**config.mk**
```make
export PLATFORM = sky130hd
export DESIGN_NAME = alu_sequencer
export DESIGN_NICKNAME = d
export VERILOG_FILES = /design/src/rtl/alu_sequencer.sv
export SDC_FILE = /design/constraint.sdc
export NUM_CORES = 1
export LEC_CHECK = 0
export BUFFER_PORTS_ARGS = -buffer_cell sky130_fd_sc_hd__buf_2
export CAP_MARGIN = 10
export CORE_MARGIN = 3
export CORE_UTILIZATION = 51
export CTS_BUF_LIST = sky130_fd_sc_hd__clkbuf_8
export CTS_CLUSTER_DIAMETER = 80
export CTS_CLUSTER_SIZE = 14
export DETAILED_ROUTE_END_ITERATION = 10
export GPL_ROUTABILITY_DRIVEN = 0
export GPL_TIMING_DRIVEN = 0
export MAX_ROUTING_LAYER = met4
export PLACE_DENSITY = 0.93
export SETUP_SLACK_MARGIN = 0.2
export SLEW_MARGIN = 40
export SYNTH_ARGS = -nofsm -noshare
export SYNTH_HDL_FRONTEND = slang
export SYNTH_SLANG_ARGS = --single-unit
```
**constraint.sdc**
```tcl
create_clock -name clk -period 2.21 [get_ports clk]
set_input_delay 0 -clock clk [delete_from_list [all_inputs] [get_ports clk]]
set_output_delay 0 -clock clk [all_outputs]
set_load 0.05 [all_outputs]
```
**src/rtl/alu_sequencer.sv**
```systemverilog
// Three-phase ALU sequencer: accepts a request, drives an external combinational
// ALU, captures its result and writes it back to A/X/Y. Optional counter: ALU_SEQ_OPCOUNT_EN.
module alu_sequencer (
  input  logic       clk,
  input  logic       rst,
  input  logic       req_valid,
  output logic       req_ready,
  input  logic [2:0] req_op,
  input  logic [1:0] req_src1,
  input  logic [1:0] req_src2,
  input  logic [1:0] req_dst,
  input  logic [7:0] req_imm,
  output logic [7:0] alu_operand1,
  output logic [7:0] alu_operand2,
  output logic [2:0] alu_opcode,
  input  logic [7:0] alu_result,
  input  logic       alu_zero,
  input  logic       alu_carry,
  output logic [7:0] reg_a,
  output logic [7:0] reg_x,
  output logic [7:0] reg_y,
  output logic       flag_z,
  output logic       flag_c,
  output logic       done_valid,
  output logic [15:0] op_count
);

  typedef enum logic [1:0] {
    ST_IDLE = 2'b00,
    ST_EXEC = 2'b01,
    ST_WB   = 2'b10
  } state_t;

  state_t     state_reg, state_next;
  logic       accept;
  logic       in_wb;

  logic [7:0] arch_regs_reg [3];
  logic [2:0] wr_en;
  logic [7:0] operand1_reg, operand2_reg;
  logic [2:0] opcode_reg;
  logic [1:0] dst_reg;
  logic [7:0] result_hold_reg;
  logic       zero_hold_reg, carry_hold_reg;
  logic       flag_z_reg, flag_c_reg;
  logic       done_valid_reg;
  logic [7:0] src1_value, src2_value;

  // Source 11 selects the immediate; otherwise the current architectural register.
  function automatic logic [7:0] pick_source(
    input logic [1:0] sel,
    input logic [7:0] a,
    input logic [7:0] x,
    input logic [7:0] y,
    input logic [7:0] imm
  );
    logic [7:0] value;
    unique case (sel)
      2'b00:   value = a;
      2'b01:   value = x;
      2'b10:   value = y;
      default: value = imm;
    endcase
    return value;
  endfunction

  assign accept = (state_reg == ST_IDLE) && req_valid;
  assign in_wb  = (state_reg == ST_WB);

  assign src1_value = pick_source(req_src1, arch_regs_reg[0], arch_regs_reg[1],
                                  arch_regs_reg[2], req_imm);
  assign src2_value = pick_source(req_src2, arch_regs_reg[0], arch_regs_reg[1],
                                  arch_regs_reg[2], req_imm);

  always_ff @(posedge clk) begin
    if (rst) begin
      state_reg <= ST_IDLE;
    end else begin
      state_reg <= state_next;
    end
  end

  always_comb begin
    state_next = state_reg;
    req_ready  = 1'b0;
    unique case (state_reg)
      ST_IDLE: begin
        req_ready = 1'b1;
        if (req_valid) begin
          state_next = ST_EXEC;
        end
      end
      ST_EXEC: state_next = ST_WB;
      ST_WB:   state_next = ST_IDLE;
      default: state_next = ST_IDLE;
    endcase
  end

  // ALU drive is held from one accept to the next so the ALU output stays settled.
  always_ff @(posedge clk) begin
    if (rst) begin
      operand1_reg <= 8'h00;
      operand2_reg <= 8'h00;
      opcode_reg   <= 3'b000;
      dst_reg      <= 2'b11;
    end else if (accept) begin
      operand1_reg <= src1_value;
      operand2_reg <= src2_value;
      opcode_reg   <= req_op;
      dst_reg      <= req_dst;
    end
  end

  always_ff @(posedge clk) begin
    if (rst) begin
      result_hold_reg <= 8'h00;
      zero_hold_reg   <= 1'b0;
      carry_hold_reg  <= 1'b0;
    end else if (state_reg == ST_EXEC) begin
      result_hold_reg <= alu_result;
      zero_hold_reg   <= alu_zero;
      carry_hold_reg  <= alu_carry;
    end
  end

  for (genvar gi = 0; gi < 3; gi++) begin : g_wr_en
    assign wr_en[gi] = in_wb && (dst_reg == 2'(gi));
  end

  always_ff @(posedge clk) begin
    if (rst) begin
      for (int i = 0; i < 3; i++) begin
        arch_regs_reg[i] <= 8'h00;
      end
      flag_z_reg     <= 1'b0;
      flag_c_reg     <= 1'b0;
      done_valid_reg <= 1'b0;
    end else begin
      for (int i = 0; i < 3; i++) begin
        if (wr_en[i]) begin
          arch_regs_reg[i] <= result_hold_reg;
        end
      end
      // Flags update even for dst=11, which gives compare-style operations.
      if (in_wb) begin
        flag_z_reg <= zero_hold_reg;
        flag_c_reg <= carry_hold_reg;
      end
      done_valid_reg <= in_wb;
    end
  end

`ifdef ALU_SEQ_OPCOUNT_EN
  logic [15:0] op_count_reg;

  always_ff @(posedge clk) begin
    if (rst) begin
      op_count_reg <= 16'h0000;
    end else if (in_wb && (op_count_reg != 16'hFFFF)) begin
      op_count_reg <= op_count_reg + 16'h0001;
    end
  end

  assign op_count = op_count_reg;
`else
  assign op_count = 16'h0000;
`endif

  assign alu_operand1 = operand1_reg;
  assign alu_operand2 = operand2_reg;
  assign alu_opcode   = opcode_reg;
  assign reg_a        = arch_regs_reg[0];
  assign reg_x        = arch_regs_reg[1];
  assign reg_y        = arch_regs_reg[2];
  assign flag_z       = flag_z_reg;
  assign flag_c       = flag_c_reg;
  assign done_valid   = done_valid_reg;

endmodule

```
Word-level counts from Yosys, hierarchy flattened --
Memories as Yosys holds them, arrays and structs flattened. Index checks and enable logic that the tools add are counted. W data, S select, Z words.
Storage, ports and cells: bits in registers 36, RAM bits 24, bits of input ports 30, word-level logic and storage cells 51, memories 1
Operators by class: equal/unequal tests 9, muxes and demuxes 19, bitwise gates (word level) 3, reduce and logical (&&, ||, !) cells 8
Memories:
- arch_regs_reg | words 3, bits a word 8, read ports 3, clocked after memory_dff 0, write ports 3, RTL line 38 | logic [7:0] arch_regs_reg [3];
Operator list (count):
- $pmux W8 S3 | 2
- $mux W8 | 3
- $mux W1 | 12
- $eq A2 B1 Y1 const B | 4
- $eq A2 B2 Y1 const B | 4
- $logic_not A2 Y1 | 4
- $logic_and A1 B1 Y1 | 4
- $pmux W2 S2 | 1
- $or A1 B1 Y1 | 3
- $mux W2 | 1
- $ne A2 B2 Y1 const B | 1

Logic depth before layout (Yosys ltp) --
Gate-level depths: netlist of run 1.
word-level depth 6, depth in mapped cells 5, depth with buffers taken out 3

Worst setup path before layout of run 1 --
Ideal clock, no wire load.
path kind register to register, start reg state_reg[0], end mem arch_regs_reg[0][0], enable pin, library setup time 387 ps, arrival time 1373 ps, slack 451 ps, cell stages (with the launch flop) 4, buffers on the path 1, cell sequence dfxtp_1 -> nand2b_1 -> clkbuf_1 -> o31ai_1
RTL lines:
- start: declaration | RTL line 34 | state_t state_reg, state_next;
- start signal: assignment | RTL line 79 | state_reg <= state_next;
- end: declaration | RTL line 38

==> impl_metrics.prom, run 1 <==
# TYPE chip_impl_metric gauge
chip_impl_metric{name="synth_area",unit="sq um"} 2505
chip_impl_metric{name="seq_power_share",unit="%"} 48.3
chip_impl_metric{name="timing.final.crit_period",unit="ns"} 1.834
chip_impl_info{name="synth_largest_area_cell",value="dfxtp_1"} 1
chip_impl_metric{name="yosys_warnings",unit=""} 0
chip_impl_metric{name="fin_cells",unit=""} 374
chip_impl_info{name="synth_common_cells",value="dfxtp_1 (36), edfxtp_1 (24), nand2_1 (22), buf_4 (17)"} 1
chip_impl_metric{name="cts.hold.buffers_added",unit=""} 17
chip_impl_metric{name="cts_htree_levels",unit=""} 3
chip_impl_info{name="crit_path_start_kind",value="flop"} 1
chip_impl_metric{name="die_boundary_width",unit="um"} 76.08
chip_impl_metric{name="hold_violations",unit=""} 0
chip_impl_metric{name="critical_path_buf_inv_count",unit=""} 1
chip_impl_metric{name="timing.fmax",unit="GHz"} 0.5452
chip_impl_metric{name="power.clock.fraction",unit="%"} 32.9
chip_impl_info{name="tritoncts_clock_tree",value="built"} 1
chip_impl_metric{name="cell_internal_pwr",unit="mW"} 1.791
chip_impl_info{name="critical-path-slowest-cell",value="o31ai_2"} 1
chip_impl_metric{name="antenna_cells",unit=""} 0
chip_impl_metric{name="cp_data_arrival_time",unit="ns"} 1.80
chip_impl_metric{name="final.fill_count",unit=""} 304
chip_impl_metric{name="die_height",unit="um"} 76.08
chip_impl_metric{name="ir_worst_vdd",unit="uV"} 405.2
chip_impl_metric{name="global_route.overflow_total",unit=""} 0
chip_impl_metric{name="wire_per_inst",unit="um"} 14.36
chip_impl_metric{name="largest_reg_flops",unit=""} 24
chip_impl_metric{name="synth.yosys.seq_area_share",unit="%"} 57.54
chip_impl_metric{name="first_global_vias",unit=""} 1929
chip_impl_metric{name="avgViaCountPerCell",unit=""} 4.872
chip_impl_info{name="cts_root_buf",value="clkbuf_8"} 1
chip_impl_metric{name="crit_fanout",unit=""} 8
chip_impl_metric{name="grt_start_max_net_pins",unit=""} 11
chip_impl_metric{name="cts-root-to-sink-buffers",unit=""} 2
chip_impl_metric{name="placedCellCount",unit=""} 341
chip_impl_metric{name="global_route_wire_length_before_repair",unit="mm"} 9.052
chip_impl_metric{name="firstDrtPassIters",unit=""} 4
chip_impl_metric{name="routed_wirelength",unit="mm"} 5.371
chip_impl_metric{name="std_cell_rows",unit=""} 24
chip_impl_metric{name="synth.distinct_cells",unit=""} 23
chip_impl_metric{name="die_area",unit="sq um"} 5788
chip_impl_metric{name="buffer_ports.inserted",unit=""} 72
chip_impl_metric{name="final_layout_size_suffix_gt1_share",unit="%"} 41.42
chip_impl_metric{name="final_min_period_over_clock_period",unit="%"} 83.00
chip_impl_metric{name="post-dp-hpwl",unit="mm"} 3.917
chip_impl_metric{name="max_slew.worst_pin.slew",unit="ns"} 0.7803
chip_impl_metric{name="boundaryPins",unit=""} 93
chip_impl_metric{name="initial_drc_count",unit=""} 96
chip_impl_metric{name="cts_post_setup_buffers_inserted",unit=""} 0
chip_impl_info{name="synth_top_cells_by_area",value="dfxtp_1 (29%), edfxtp_1 (29%), mux4_2 (14%), a22o_1 (5.6%), buf_4 (5.1%)"} 1
chip_impl_metric{name="via_count",unit=""} 1822
chip_impl_metric{name="core",unit="sq um"} 4534
chip_impl_metric{name="pwr_density_cell",unit="nW/um^2"} 763.0
chip_impl_info{name="worstHoldPathType",value="in2reg"} 1
chip_impl_metric{name="async_flop_share",unit="%"} 0
chip_impl_info{name="rsz0062_at_grt",value="no"} 1
chip_impl_metric{name="ant_nets",unit=""} 0
chip_impl_metric{name="drv.max_cap_violation_count",unit=""} 0
chip_impl_metric{name="tritoncts_num_sinks",unit=""} 60
chip_impl_metric{name="insertion_delay",unit="ns"} 0.34
chip_impl_metric{name="tritoncts.num_buffers",unit=""} 9
chip_impl_metric{name="ff_latch_area",unit="sq um"} 1441
chip_impl_metric{name="synthesis.area_per_instance",unit="sq um"} 13.25
chip_impl_metric{name="crit_path_max_incr_delay",unit="ns"} 0.69
chip_impl_info{name="worstSetupPathType",value="reg2reg"} 1
chip_impl_info{name="synth.most_common_cell",value="dfxtp_1"} 1
chip_impl_metric{name="report.power.total",unit="mW"} 2.558
chip_impl_metric{name="syn_inst",unit=""} 189
chip_impl_metric{name="worst_clock_skew",unit="ns"} 0.01001
chip_impl_info{name="dominantRegCellSynth",value="dfxtp_1"} 1
chip_impl_metric{name="clkTransAtPathRegs",unit="ns"} 0.06
chip_impl_info{name="crit_family",value="compound AO/OA/AOI/OAI gates"} 1
chip_impl_metric{name="cp_data_required_time",unit="ns"} 2.18
chip_impl_metric{name="synth.top_cell.area_share",unit="%"} 28.77
chip_impl_metric{name="finalSetupViolations",unit=""} 0
chip_impl_info{name="path_cells",value="nand2b_1 -> clkbuf_1 -> o31ai_2"} 1
chip_impl_metric{name="sw_pwr",unit="uW"} 767.0
chip_impl_metric{name="cts_repair_resize_count",unit=""} 0
chip_impl_metric{name="timing_max_transition_violations_final",unit=""} 0
chip_impl_metric{name="switching_share_of_power",unit="%"} 29.99
chip_impl_info{name="end_kind",value="flop"} 1
chip_impl_metric{name="grt_usage",unit="%"} 20.71
chip_impl_metric{name="final_nets",unit=""} 334
chip_impl_metric{name="ys_seq_elements",unit=""} 60
chip_impl_metric{name="synth-edff-count",unit=""} 24
chip_impl_metric{name="timing.max_slew.rel_slack",unit="%"} 47.67
chip_impl_metric{name="area_growth",unit="%"} 33.82
chip_impl_metric{name="area_occupied_by_multi_input_gates",unit="sq um"} 944.7
chip_impl_info{name="status",value="finished clean"} 1
chip_impl_metric{name="initial_core_util",unit="%"} 55.24
chip_impl_metric{name="share_comb_of_total_power",unit="%"} 18.8
chip_impl_metric{name="remaining_drc_errors",unit=""} 0
chip_impl_metric{name="static-leakage-power",unit="nW"} 1.504
chip_impl_metric{name="initial_antenna_violation_count",unit=""} 0
chip_impl_metric{name="fin_tns_setup",unit="ns"} 0
[power groups by stage]
stage / clock (mW) / sequential, mW / combinational, mW
final: 0.841 / 1.24 / 0.481
after detailed placement: 0 / 1.26 / 0.455
after floorplan: 0 / 1.39 / 0.224
after global placement: 0 / 1.26 / 0.447
after global routing: 0.906 / 1.24 / 0.510
after CTS: 0.852 / 1.24 / 0.479
[cell usage in the layout, fill, tap and decap left out, types with 2 or more instances in the layout]
master         netlist  routed
buf_2                3      75
dfxtp_1             36      36
edfxtp_1            24      24
nand2_1             22      22
buf_4               17      17
dlygate4sd3_1        0      17
mux4_2              16      16
a22o_1              16      16
conb_1               1      16
a21oi_1             10      10
clkbuf_8             0      10
and2_1               9       9
nor2_1               8       8
mux2i_1              7       7
clkbuf_1             4       4
nand2b_1             4       4
inv_1                1       3
buf_1                3       3
clkinvlp_4           0       2
clkinv_2             0       2
[routing by layer]
| metal | GRT usage (%) | vias up | wire length, um |
|---|---|---|---|
| li1 | - | 887 | - |
| met5 | - | - | 0 |
| met3 | 8.511 | 18 | 416 |
| met2 | 34.22 | 81 | 2639 |
| met1 | 21.91 | 836 | 2150 |
| met4 | 9.058 | 0 | 165 |
[cell type report]
cell class                      instances  area share [%]
Sequential cell                        60           43.00
Clock buffer                           10           4.106
Buffer                                 28           5.375
Clock inverter                          6          0.9705
Inverter                                1          0.1120
Multi-Input combinational cell        115           28.18
Tap cell                               65           2.426
Timing Repair Buffer                   89           15.83
[kinds of logic (layout without fill, tap and decap cells)]
logic type | count (synthesis) | in the layout | share of synthesized area (%)
buffers and inverters | 29 | 134 | 7.342
multiplexers | 23 | 23 | 17.18
AO/OA/AOI/OAI | 30 | 30 | 8.791
flip-flops | 60 | 60 | 57.54
other | 1 | 16 | 0.1497
AND/OR/NAND/NOR | 46 | 46 | 8.991
[worst register-to-register path, stage by stage (launching register included)]
cell and delay (ns):
dfxtp_1 0.38, nand2b_1 0.17, clkbuf_1 0.22, o31ai_2 0.69
[final timing paths]
check | start | end | slack, ns | cells after the start
hold / removal | req_imm[2] | alu_operand2[2] | 0.1 | 3
setup / recovery | state_reg[0] | arch_regs_reg[0][4] | 0.38 | 3
setup reg to reg | state_reg[0] | arch_regs_reg[0][4] | 0.38 | 3
hold reg to reg | result_hold_reg[1] | result_hold_reg[1] | 0.45 | 2
[per-stage QoR]
step,setup slack [ns],cell area (sq um),utilization (%),hold WS [ns]
2_1_floorplan,0.4506,2561,-,0.1276
3_3_place_gp,0.09671,3003,66.23,0.2118
3_5_place_dp,0.3902,3008,66.34,0.2282
4_1_cts,0.3779,3348,73.84,0.09091
5_1_grt,0.2713,3352,73.92,0.09899
6_report,0.3757,3352,73.92,0.09882
(Power assumes the default switching activity.)
==> inputs of run 2 (changes only) <==
--- a/config.mk
+++ b/config.mk
@@ -8,7 +8,7 @@
 export BUFFER_PORTS_ARGS = -buffer_cell sky130_fd_sc_hd__buf_2
 export CAP_MARGIN = 10
 export CORE_MARGIN = 3
-export CORE_UTILIZATION = 51
+export CORE_UTILIZATION = 46
 export CTS_BUF_LIST = sky130_fd_sc_hd__clkbuf_8
 export CTS_CLUSTER_DIAMETER = 80
 export CTS_CLUSTER_SIZE = 14
@@ -16,7 +16,7 @@
 export GPL_ROUTABILITY_DRIVEN = 0
 export GPL_TIMING_DRIVEN = 0
 export MAX_ROUTING_LAYER = met4
-export PLACE_DENSITY = 0.93
+export PLACE_DENSITY = 0.89
 export SETUP_SLACK_MARGIN = 0.2
 export SLEW_MARGIN = 40
 export SYNTH_ARGS = -nofsm -noshare
==> constraint.sdc (replaced) <==
create_clock -name clk -period 1.6 [get_ports clk]
set_input_delay 0 -clock clk [delete_from_list [all_inputs] [get_ports clk]]
set_output_delay 0 -clock clk [all_outputs]
set_load 0.05 [all_outputs]
==> run 2 against run 1 <==
Global-route usage down 1.7 points; cell count grew 2.1%; fmax rose by 34%; clock power is 38% higher; clock skew shrank 0.0025 ns; utilization is 7.1 points lower; sequential power up 38%; via count is 0.66% higher; largest cell class unchanged; largest power group unchanged.
==> impl_metrics.prom, run 2 (same netlist as run 1, synthesis figures left out) <==
# TYPE chip_impl_metric gauge
chip_impl_info{name="status",value="finished clean"} 1
chip_impl_metric{name="r2r_cells",unit=""} 5
chip_impl_metric{name="final.fill_count",unit=""} 361
chip_impl_metric{name="cp_data_required_time",unit="ns"} 1.78
chip_impl_metric{name="crit_fanout",unit=""} 8
chip_impl_metric{name="firstDrtPassIters",unit=""} 4
chip_impl_metric{name="via_count",unit=""} 1834
chip_impl_metric{name="initial_core_util",unit="%"} 48.43
chip_impl_metric{name="grt_use_met2",unit="%"} 33.39
chip_impl_metric{name="remaining_drc_errors",unit=""} 0
chip_impl_metric{name="global_route_track_usage_on_met3",unit="%"} 5.192
chip_impl_metric{name="ant_nets",unit=""} 0
chip_impl_metric{name="buffer_ports.inserted",unit=""} 72
chip_impl_info{name="crit-reg2reg-capture",value="arch_regs_reg[0][23]"} 1
chip_impl_info{name="tritoncts_clock_tree",value="built"} 1
chip_impl_metric{name="switching_share_of_power",unit="%"} 29.19
chip_impl_metric{name="share_comb_of_total_power",unit="%"} 19.3
chip_impl_metric{name="cts-root-to-sink-buffers",unit=""} 2
chip_impl_metric{name="core",unit="sq um"} 5172
chip_impl_metric{name="r2r_setup_slack",unit="ns"} 0.23
chip_impl_metric{name="boundaryPins",unit=""} 93
chip_impl_metric{name="clkTransAtPathRegs",unit="ns"} 0.06
chip_impl_metric{name="timing.fmax",unit="GHz"} 0.7311
chip_impl_metric{name="final_nets",unit=""} 337
chip_impl_info{name="critical-path-slowest-cell",value="dfxtp_2"} 1
chip_impl_metric{name="finalSetupViolations",unit=""} 0
chip_impl_info{name="final_cell_mix",value="buf_2 (75), dfxtp_1 (34), edfxtp_1 (24), nand2_1 (22), buf_4 (20)"} 1
chip_impl_metric{name="seq_power_share",unit="%"} 48.0
chip_impl_metric{name="cell_internal_pwr",unit="mW"} 2.523
chip_impl_metric{name="power.clock.fraction",unit="%"} 32.6
chip_impl_info{name="cts_root_buf",value="clkbuf_8"} 1
chip_impl_info{name="rsz0062_at_grt",value="no"} 1
chip_impl_metric{name="wire_per_inst",unit="um"} 14.74
chip_impl_metric{name="global_route.overflow_total",unit=""} 0
chip_impl_metric{name="cp_data_arrival_time",unit="ns"} 1.55
chip_impl_info{name="mostFrequentLayoutCell",value="buf_2"} 1
chip_impl_metric{name="final_layout_size_suffix_gt1_share",unit="%"} 45.83
chip_impl_info{name="grt_busiest_layer",value="met2"} 1
chip_impl_metric{name="tritoncts_num_sinks",unit=""} 60
chip_impl_metric{name="timing.final.crit_period",unit="ns"} 1.368
chip_impl_info{name="critPathMostFrequentCell",value="buf_6"} 1
chip_impl_metric{name="static-leakage-power",unit="nW"} 1.562
chip_impl_info{name="rr_startpoint",value="state_reg[0]"} 1
chip_impl_metric{name="global_route_wire_length_before_repair",unit="mm"} 8.742
chip_impl_metric{name="std_cell_rows",unit=""} 26
chip_impl_metric{name="timing_max_transition_violations_final",unit=""} 0
chip_impl_metric{name="tritoncts.num_buffers",unit=""} 9
chip_impl_metric{name="antenna_cells",unit=""} 0
chip_impl_metric{name="routed_wirelength",unit="mm"} 5.632
chip_impl_metric{name="final_min_period_over_clock_period",unit="%"} 85.49
chip_impl_metric{name="timing.max_slew.rel_slack",unit="%"} 64.04
chip_impl_metric{name="avgViaCountPerCell",unit=""} 4.801
chip_impl_metric{name="hold_violations",unit=""} 0
chip_impl_metric{name="sw_pwr",unit="mW"} 1.040
chip_impl_metric{name="pwr_density_cell",unit="nW/um^2"} 1031
chip_impl_metric{name="area_growth",unit="%"} 37.96
chip_impl_metric{name="grt_start_max_net_pins",unit=""} 11
chip_impl_metric{name="grt_usage",unit="%"} 19.02
chip_impl_metric{name="insertion_delay",unit="ns"} 0.33
chip_impl_metric{name="die_boundary_width",unit="um"} 79.80
chip_impl_metric{name="initial_drc_count",unit=""} 84
chip_impl_metric{name="max_slew.worst_pin.slew",unit="ns"} 0.5394
chip_impl_metric{name="crit_path_max_incr_delay",unit="ns"} 0.35
chip_impl_metric{name="initial_antenna_violation_count",unit=""} 0
chip_impl_metric{name="report.power.total",unit="mW"} 3.563
chip_impl_metric{name="post-dp-hpwl",unit="mm"} 4.134
chip_impl_metric{name="cts_htree_levels",unit=""} 3
chip_impl_metric{name="groute.layer.met1.usage",unit="%"} 20.19
chip_impl_metric{name="ir_worst_vdd",unit="uV"} 534.2
chip_impl_metric{name="timing.hold.worst_path_depth",unit=""} 3
chip_impl_metric{name="largest_reg_flops",unit=""} 24
chip_impl_info{name="path_cells",value="nand2b_1 -> buf_6 -> a211oi_4 -> buf_6 -> and2_1"} 1
chip_impl_metric{name="first_global_vias",unit=""} 1776
chip_impl_metric{name="drv.max_cap_violation_count",unit=""} 0
chip_impl_info{name="crit_path_start_kind",value="flop"} 1
chip_impl_info{name="end_kind",value="flop"} 1
chip_impl_metric{name="worst_clock_skew",unit="ns"} 0.007496
chip_impl_info{name="source_of_the_worst_hold_timing_path",value="rst"} 1
chip_impl_info{name="worstHoldPathType",value="in2reg"} 1
chip_impl_metric{name="die_area",unit="sq um"} 6367
chip_impl_info{name="worstSetupPathType",value="reg2reg"} 1
chip_impl_info{name="hold-path-endpoint",value="dst_reg[1]"} 1
chip_impl_metric{name="die_height",unit="um"} 79.80
chip_impl_metric{name="utilization",unit="%"} 66.81
[run 2: power by group through the flow]
stage	registers, mW	clock network, mW	logic, mW
6_report	1.71	1.16	0.689
5_1_grt	1.72	1.26	0.726
4_1_cts	1.71	1.18	0.678
3_5_place_dp	1.74	0	0.634
3_3_place_gp	1.73	0	0.623
2_1_floorplan	1.93	0	0.312
[run 2: critical path, delay by kind of cell (launching register included)]
kind                   cells  cell delay [ns]
AOI/OAI and AO/OA          1             0.23
and+or+nand+nor            2             0.33
buffers and inverters      2             0.31
DFF                        1             0.35
[run 2: routing by layer]
| layer | part of all wire [%] | vias up |
|---|---|---|
| met5 | 0 | - |
| li1 | - | 896 |
| met1 | 38 | 852 |
| met4 | 1.3 | 0 |
| met2 | 53 | 80 |
| met3 | 7.7 | 6 |
[run 2: worst max path at each step]
stage | cells after the start | from | endpoint
floorplan | 3 | state_reg[0] | arch_regs_reg[0][16]
global placement | 3 | state_reg[0] | arch_regs_reg[0][15]
detailed placement | 3 | state_reg[0] | arch_regs_reg[0][23]
CTS | 3 | state_reg[0] | arch_regs_reg[0][10]
global route | 5 | state_reg[0] | arch_regs_reg[0][3]
finish | 5 | state_reg[0] | arch_regs_reg[0][23]
[run 2: final cells by class]
type                            instances  area (sq um)  share of cell area [%]
Buffer                                 28         188.9                   5.467
Sequential cell                        60          1444                   41.78
Inverter                                1         3.754                  0.1086
Clock buffer                           11         151.4                   4.381
Clock inverter                          5         21.27                  0.6155
Multi-Input combinational cell        115         994.7                   28.78
Timing Repair Buffer                   92         564.3                   16.33
Tap cell                               70         87.58                   2.534
[run 2: per-stage QoR]
stage | hold WS (ns) | worst slack (ns) | setup TNS (ns) | cell area [sq um] | instances
after detailed placement | 0.2216 | -0.1986 | -2.990 | 3023 | 346
final | 0.04279 | 0.2322 | 0 | 3456 | 382
after CTS | 0.01455 | 0.1480 | 0 | 3395 | 379
after global placement | 0.2138 | -0.1420 | -2.233 | 3023 | 346
after floorplan | 0.1285 | 0.07896 | 0 | 2575 | 204
after global routing | 0.03737 | 0.1739 | 0 | 3456 | 382
[run 2: repair_timing]
action	in CTS	in global routing
pin swaps	3	2
gates cloned	0	0
endpoints found under the hold margin	15	0
resized for setup	7	13
setup endpoints to repair	60	45
buffers inserted	2	3
hold buffers	15	0
